===== config.mk =====
export PLATFORM = sky130hd
export DESIGN_NAME = pipe_stage_reg
export DESIGN_NICKNAME = d
export VERILOG_FILES = /design/src/rtl/pipe_stage_reg.sv
export SDC_FILE = /design/constraint.sdc
export NUM_CORES = 1
export LEC_CHECK = 0
export BUFFER_PORTS_ARGS = -buffer_cell sky130_fd_sc_hd__buf_2
export CORE_AREA = 5 5 134 136
export DETAILED_ROUTE_END_ITERATION = 10
export DIE_AREA = 0 0 139 141
export HOLD_SLACK_MARGIN = 0.08
export PLACE_DENSITY = 0.75
export REMOVE_ABC_BUFFERS = 1
export SETUP_SLACK_MARGIN = 0.2
export SLEW_MARGIN = 0
export SYNTH_ARGS = -nofsm -noshare
export SYNTH_HDL_FRONTEND = slang
export SYNTH_SLANG_ARGS = --single-unit
export TNS_END_PERCENT = 30

===== constraint.sdc =====
create_clock -name clk -period 3.9 [get_ports clk]
set_input_delay 0.195 -clock clk [delete_from_list [all_inputs] [get_ports clk]]
set_output_delay 0.195 -clock clk [all_outputs]
set_load 0.01 [all_outputs]

===== src/rtl/pipe_stage_reg.sv =====
// Registered pipeline stage with in-order handshake, flush on Req and a saturating stall counter.
// Define PIPE_STAGE_SKID_EN for a head+skid stage with registered in_ready; default is a single entry.
module pipe_stage_reg #(
  parameter int          DATA_W   = 128,
  parameter logic [31:0] RESET_PC = 32'h0000_3000
) (
  input  logic              clk,
  input  logic              reset,
  input  logic              Req,
  input  logic              in_valid,
  output logic              in_ready,
  input  logic [31:0]       in_pc,
  input  logic [4:0]        in_exc,
  input  logic              in_bd,
  input  logic [DATA_W-1:0] in_data,
  output logic              out_valid,
  input  logic              out_ready,
  output logic [31:0]       out_pc,
  output logic [4:0]        out_exc,
  output logic              out_bd,
  output logic [DATA_W-1:0] out_data,
  output logic [1:0]        occ,
  output logic [15:0]       stall_cnt
);

  logic in_xfer;
  logic out_xfer;

  assign in_xfer  = in_valid && in_ready;
  assign out_xfer = out_valid && out_ready;

  // Only reset clears the counter; a flush leaves the stall history intact.
  always_ff @(posedge clk) begin
    if (reset) begin
      stall_cnt <= '0;
    end else if (out_valid && !out_ready && stall_cnt != 16'hFFFF) begin
      stall_cnt <= stall_cnt + 16'd1;
    end
  end

`ifdef PIPE_STAGE_SKID_EN

  logic              skid_full;
  logic [31:0]       skid_pc;
  logic [4:0]        skid_exc;
  logic              skid_bd;
  logic [DATA_W-1:0] skid_data;

  assign occ = {1'b0, out_valid} + {1'b0, skid_full};

  // in_ready is kept as a flop mirroring !skid_full so out_ready never reaches it combinationally.
  always_ff @(posedge clk) begin
    if (reset || Req) begin
      out_valid <= 1'b0;
      out_pc    <= RESET_PC;
      out_exc   <= '0;
      out_bd    <= 1'b0;
      out_data  <= '0;
      skid_full <= 1'b0;
      skid_pc   <= '0;
      skid_exc  <= '0;
      skid_bd   <= 1'b0;
      skid_data <= '0;
      in_ready  <= 1'b1;
    end else if (out_xfer) begin
      if (skid_full) begin
        out_pc    <= skid_pc;
        out_exc   <= skid_exc;
        out_bd    <= skid_bd;
        out_data  <= skid_data;
        skid_full <= 1'b0;
        in_ready  <= 1'b1;
      end else if (in_xfer) begin
        out_pc   <= in_pc;
        out_exc  <= in_exc;
        out_bd   <= in_bd;
        out_data <= in_data;
      end else begin
        out_valid <= 1'b0;
      end
    end else if (in_xfer) begin
      if (!out_valid) begin
        out_valid <= 1'b1;
        out_pc    <= in_pc;
        out_exc   <= in_exc;
        out_bd    <= in_bd;
        out_data  <= in_data;
      end else begin
        skid_full <= 1'b1;
        skid_pc   <= in_pc;
        skid_exc  <= in_exc;
        skid_bd   <= in_bd;
        skid_data <= in_data;
        in_ready  <= 1'b0;
      end
    end
  end

`else

  assign in_ready = !out_valid || out_ready;
  assign occ      = {1'b0, out_valid};

  // Single entry: a new word replaces the head whenever it is empty or draining.
  always_ff @(posedge clk) begin
    if (reset || Req) begin
      out_valid <= 1'b0;
      out_pc    <= RESET_PC;
      out_exc   <= '0;
      out_bd    <= 1'b0;
      out_data  <= '0;
    end else if (in_xfer) begin
      out_valid <= 1'b1;
      out_pc    <= in_pc;
      out_exc   <= in_exc;
      out_bd    <= in_bd;
      out_data  <= in_data;
    end else if (out_xfer) begin
      out_valid <= 1'b0;
    end
  end

`endif

endmodule


## Yosys cells after proc, flatten, opt, wreduce, memory -nomap -nowiden

Index checks and enable logic that the tools add are counted.

| word-level totals | value |
|---|---|
| flip-flop bits (word level) | 183 |
| bits of input ports | 171 |
| output and inout port bits | 186 |
| logic and storage cells | 19 |

| cells by class | value |
|---|---|
| add/subtract/negate cells | 1 |
| eq/ne operators | 1 |
| muxes and demuxes | 2 |
| reduce and logical (&&, ||, !) cells | 9 |

Operators with widths:

| kind | number |
|---|---|
| $add A16 B1 Y16 const B | 1 |
| $ne A16 B16 Y1 const B | 1 |
| $logic_and A1 B1 Y1 | 4 |
| $logic_not A1 Y1 | 2 |
| $logic_or A1 B1 Y1 | 2 |
| $mux W1 | 2 |
| $reduce_bool A2 Y1 | 1 |

## Longest topological paths before layout

| depth | value |
|---|---|
| depth in word-level cells | 4 |
| mapped depth | 8 |
| gate-level depth less buffers | 5 |

## Worst setup path after synthesis

OpenSTA, ideal clock, no wires.

| path | value |
|---|---|
| path kind | register to register |
| start point | register out_valid |
| end point | register stall_cnt[15] |
| arrival time | 1.886 ns |
| path slack | 1.893 ns |
| stages on the path, launching flop included | 7 |
| path buffers | 1 |
| cells stage by stage | dfxtp_1 > nor2b_4 > inv_2 > or4_1 > clkbuf_2 > nor4b_1 > mux2_2 |

| between the ends | value |
|---|---|
| longest elaborated chain between the ends | 2 |

RTL lines:

| item | RTL line | text |
|---|---|---|
| start, declared | 16 | `output logic out_valid,` |
| start signal, assigned | 107 | `out_valid <= 1'b0;` |
| start signal, assigned | 113 | `out_valid <= 1'b1;` |
| start signal, assigned | 119 | `out_valid <= 1'b0;` |
| $logic_and A1 B1 Y1 (2 in a row) | 36 | `end else if (out_valid && !out_ready && stall_cnt != 16'hFFFF) begin` |
| end signal, assigned | 37 | `stall_cnt <= stall_cnt + 16'd1;` |
| end, declared | 23 | `output logic [15:0] stall_cnt` |

No other way between the ends.
A chain may end at the register's enable or synchronous reset.

## Worst setup path after layout

| path | value |
|---|---|
| start point | register out_valid |
| end point | register out_pc[12] |

| between the ends | value |
|---|---|
| longest elaborated chain between the ends | 3 |

RTL lines:

| item | RTL line | text |
|---|---|---|
| $logic_not A1 Y1 | 101 | `assign in_ready = !out_valid \|\| out_ready;` |
| $logic_or A1 B1 Y1 | 101 |  |
| $logic_and A1 B1 Y1 | 29 | `assign in_xfer = in_valid && in_ready;` |
| end signal, assigned | 114 | `out_pc <= in_pc;` |
| end, declared | 18 | `output logic [31:0] out_pc,` |

No other way between the ends.

==> results.py <==
metrics = {
    "status": {
        "outcome": "completed",
    },
    "power_and_ir_drop": {
        "p_per_area_nw_per_um2": 391,
        "power_mw": 4.19,
        "vdd_ir_drop_max_mv": 0.274,
        "leakagePower_nw": 4.91,
    },
    "sta": {
        "maxSlewViolCount": 0,
        "setup_violations": 0,
        "finalHoldViolCount": 0,
        "relSlewSlack_pct": 42.2,
        "hold_slack_ns": 0.106,
        "rsz0062_at_grt": "no",
        "timing.final.crit_share_pct": 66.7,
        "fmax_ghz": 0.384,
        "fin_setup_tns_ns": 0,
        "clock_skew_ns": 0.0139,
        "fin_crit_ns": 2.60,
        "tightest_slew_ns": 0.866,
        "final.setup.worst_slack_ns": 1.30,
    },
    "clock_tree": {
        "cts_setup_buffers": 0,
        "cts.sinks": 183,
        "clk_pin_slew_worst_paths_ns": 0.07,
        "cts_buffers": 17,
        "cts_tree": "built",
        "clock_path_buffers": 2,
        "cts_resized": 0,
        "ctsHoldBuffers": 170,
        "cts_root_buffer": "clkbuf_16",
        "ctsHtreeMaxLevel": 4,
        "clk_latency_ns": 0.43,
    },
    "place": {
        "place_congestion": 0.863,
        "dpl_cell_area_um2": 8430,
        "dp_hpwl_mm": 13.8,
        "portBuffers": 355,
        "place_ws_ns": 1.73,
    },
    "finish": {
        "fillers": 1290,
        "area_growth_pct": 64.7,
        "fin_area_um2": 10700,
        "mostFrequentLayoutCell": "buf_2",
        "drive_gt1_share_pct": 30.5,
        "num-nets-final": 1489,
        "antenna_cells": 0,
        "final_cell_mix": "355 x buf_2, 337 x nand2_1, 183 x dfxtp_1",
    },
    "setup_path": {
        "crit_path_start_kind": "flip-flop",
        "crit_path_end_kind": "flip-flop",
        "crit_arrival_ns": 2.96,
        "critical_path_required_ns": 4.26,
        "reg2reg_slack_ns": 1.30,
        "path_max_fanout": 80,
        "critPathKind": "flip-flop to flip-flop",
    },
    "floorplan": {
        "rows": 48,
        "dieHeight_um": 141,
        "die-width_um": 139,
        "start_util_pct": 38.7,
        "io_pins": 357,
        "core-area_um2": 16800,
        "fp.dieArea_um2": 19600,
    },
    "route": {
        "viasPerCell": 4.91,
        "drt-total-wl_mm": 23.9,
        "dr.pass1.iters": 5,
        "vias": 7635,
        "routed-wl-met2_mm": 11.9,
        "drc": 0,
        "routed-wl-met3_mm": 2.18,
        "ant_nets": 0,
        "met1Wirelength_mm": 8.67,
        "route.top_layer_used": "met4",
        "drt-initial-drc-count": 374,
        "wl_per_cell_um": 15.4,
    },
    "synth": {
        "yosysSeqAreaShare_pct": 56.3,
        "ys_warn_count": 0,
        "avgSynthCellArea_um2": 7.85,
        "synth_area_leader_cell": "dfxtp_1",
        "synth.area.top_cells": "dfxtp_1 56%, nand2_1 20%, a21oi_1 14%",
        "synth-seq-cells": 183,
        "yosysTopAreaCellShare_pct": 56.3,
        "netlist_instances": 829,
        "synth_cell_type_count": 31,
        "syn_area_um2": 6510,
    },
    "global_routing": {
        "grt_max_degree": 85,
        "antenna_found_initial": 0,
        "grt_pass1_vias": 7603,
        "grt_pass1_wl_mm": 37.6,
        "grt_usage_pct": 23.3,
        "globalRoute.totalOverflow": 0,
    },
    "job": {
        "cap_violations": 0,
    },
    "hold_path": {
        "hp-class": "input pin to flip-flop",
    },
}
-- cells in the mapped netlist --
cell type	number
a21oi_1	176
and2_1	1
and3_1	1
and4_1	2
buf_1	7
buf_2	2
buf_4	2
clkbuf_1	51
clkbuf_2	1
conb_1	1
dfxtp_1	183
ha_1	1
inv_1	1
inv_2	1
mux2_2	3
nand2_1	338
nand3_1	8
nand3b_1	1
nand4_1	5
nor2_1	8
nor2b_1	3
nor2b_4	1
nor3_1	1
nor4_1	4
nor4b_1	1
o21ai_0	4
o31ai_1	8
or2_1	1
or2_2	2
or3_1	3
or4_1	8
-- final cells by class --
class                      count  area (um2)  share of cell area, %
sequential                   183        3660                   34.2
inverter                       2        7.51                 0.0700
multi-input combinational    581        2610                   24.3
clock buffer                  19         453                   4.23
timing repair buffer         532        3570                   33.3
tap                          225         282                   2.63
clock inverter                13         138                   1.28
-- state kept, by name (all words and copies together) (netlist names) --
signal and flops:
out_exc 5, out_valid 1, out_bd 1, out_pc 32, stall_cnt 16, out_data 128
-- worst paths after layout --
kind	endpoint	cells past startpoint	startpoint
max	out_pc[12]	7	out_valid
max reg2reg	out_pc[12]	7	out_valid
min	stall_cnt[1]	4	out_ready
min reg2reg	out_data[85]	2	out_data[85]
-- routing by layer --
layer	track usage, %	vias to the layer above
met5	0	-
met4	13.4	0
met3	8.34	101
met2	39.7	398
met1	25.2	3458
li1	-	3678
-- critical path: stages (launching register included) --
cell	delay, ns
dfxtp_1	0.31
nor2b_4	0.13
inv_2	0.23
and2_4	0.74
buf_12	0.35
nand2_1	0.10
nand3_1	0.10
dlygate4sd3_1	0.56
-- cells by family (layout without fill, tap and decap cells) --
logic type | after synthesis | after routing | synth area share (%)
AND/OR/NAND/NOR | 388 | 388 | 24.2
other | 1 | 1 | 0.0576
AO/OA/AOI/OAI | 188 | 188 | 14.8
buffers and inverters | 65 | 566 | 3.92
flip-flops | 183 | 183 | 56.3
multiplexers | 3 | 3 | 0.519
adder cells (fa/ha/maj) | 1 | 1 | 0.192
-- through the flow --
step,std cells,util [%]
6_report,1555,63.7
5_1_grt,1555,63.7
4_1_cts,1555,63.7
3_5_place_dp,1353,50.1
3_3_place_gp,1353,50.1
2_1_floorplan,766,-
-- report_power, final --
| group | total [mW] | switching, mW | internal (mW) | leakage, nW |
|---|---|---|---|---|
| Combinational | 0.525 | 0.263 | 0.261 | 3.15 |
| Sequential | 1.95 | 0.0276 | 1.92 | 1.49 |
| Clock | 1.72 | 0.783 | 0.936 | 0.279 |
(Power assumes the default switching activity.)
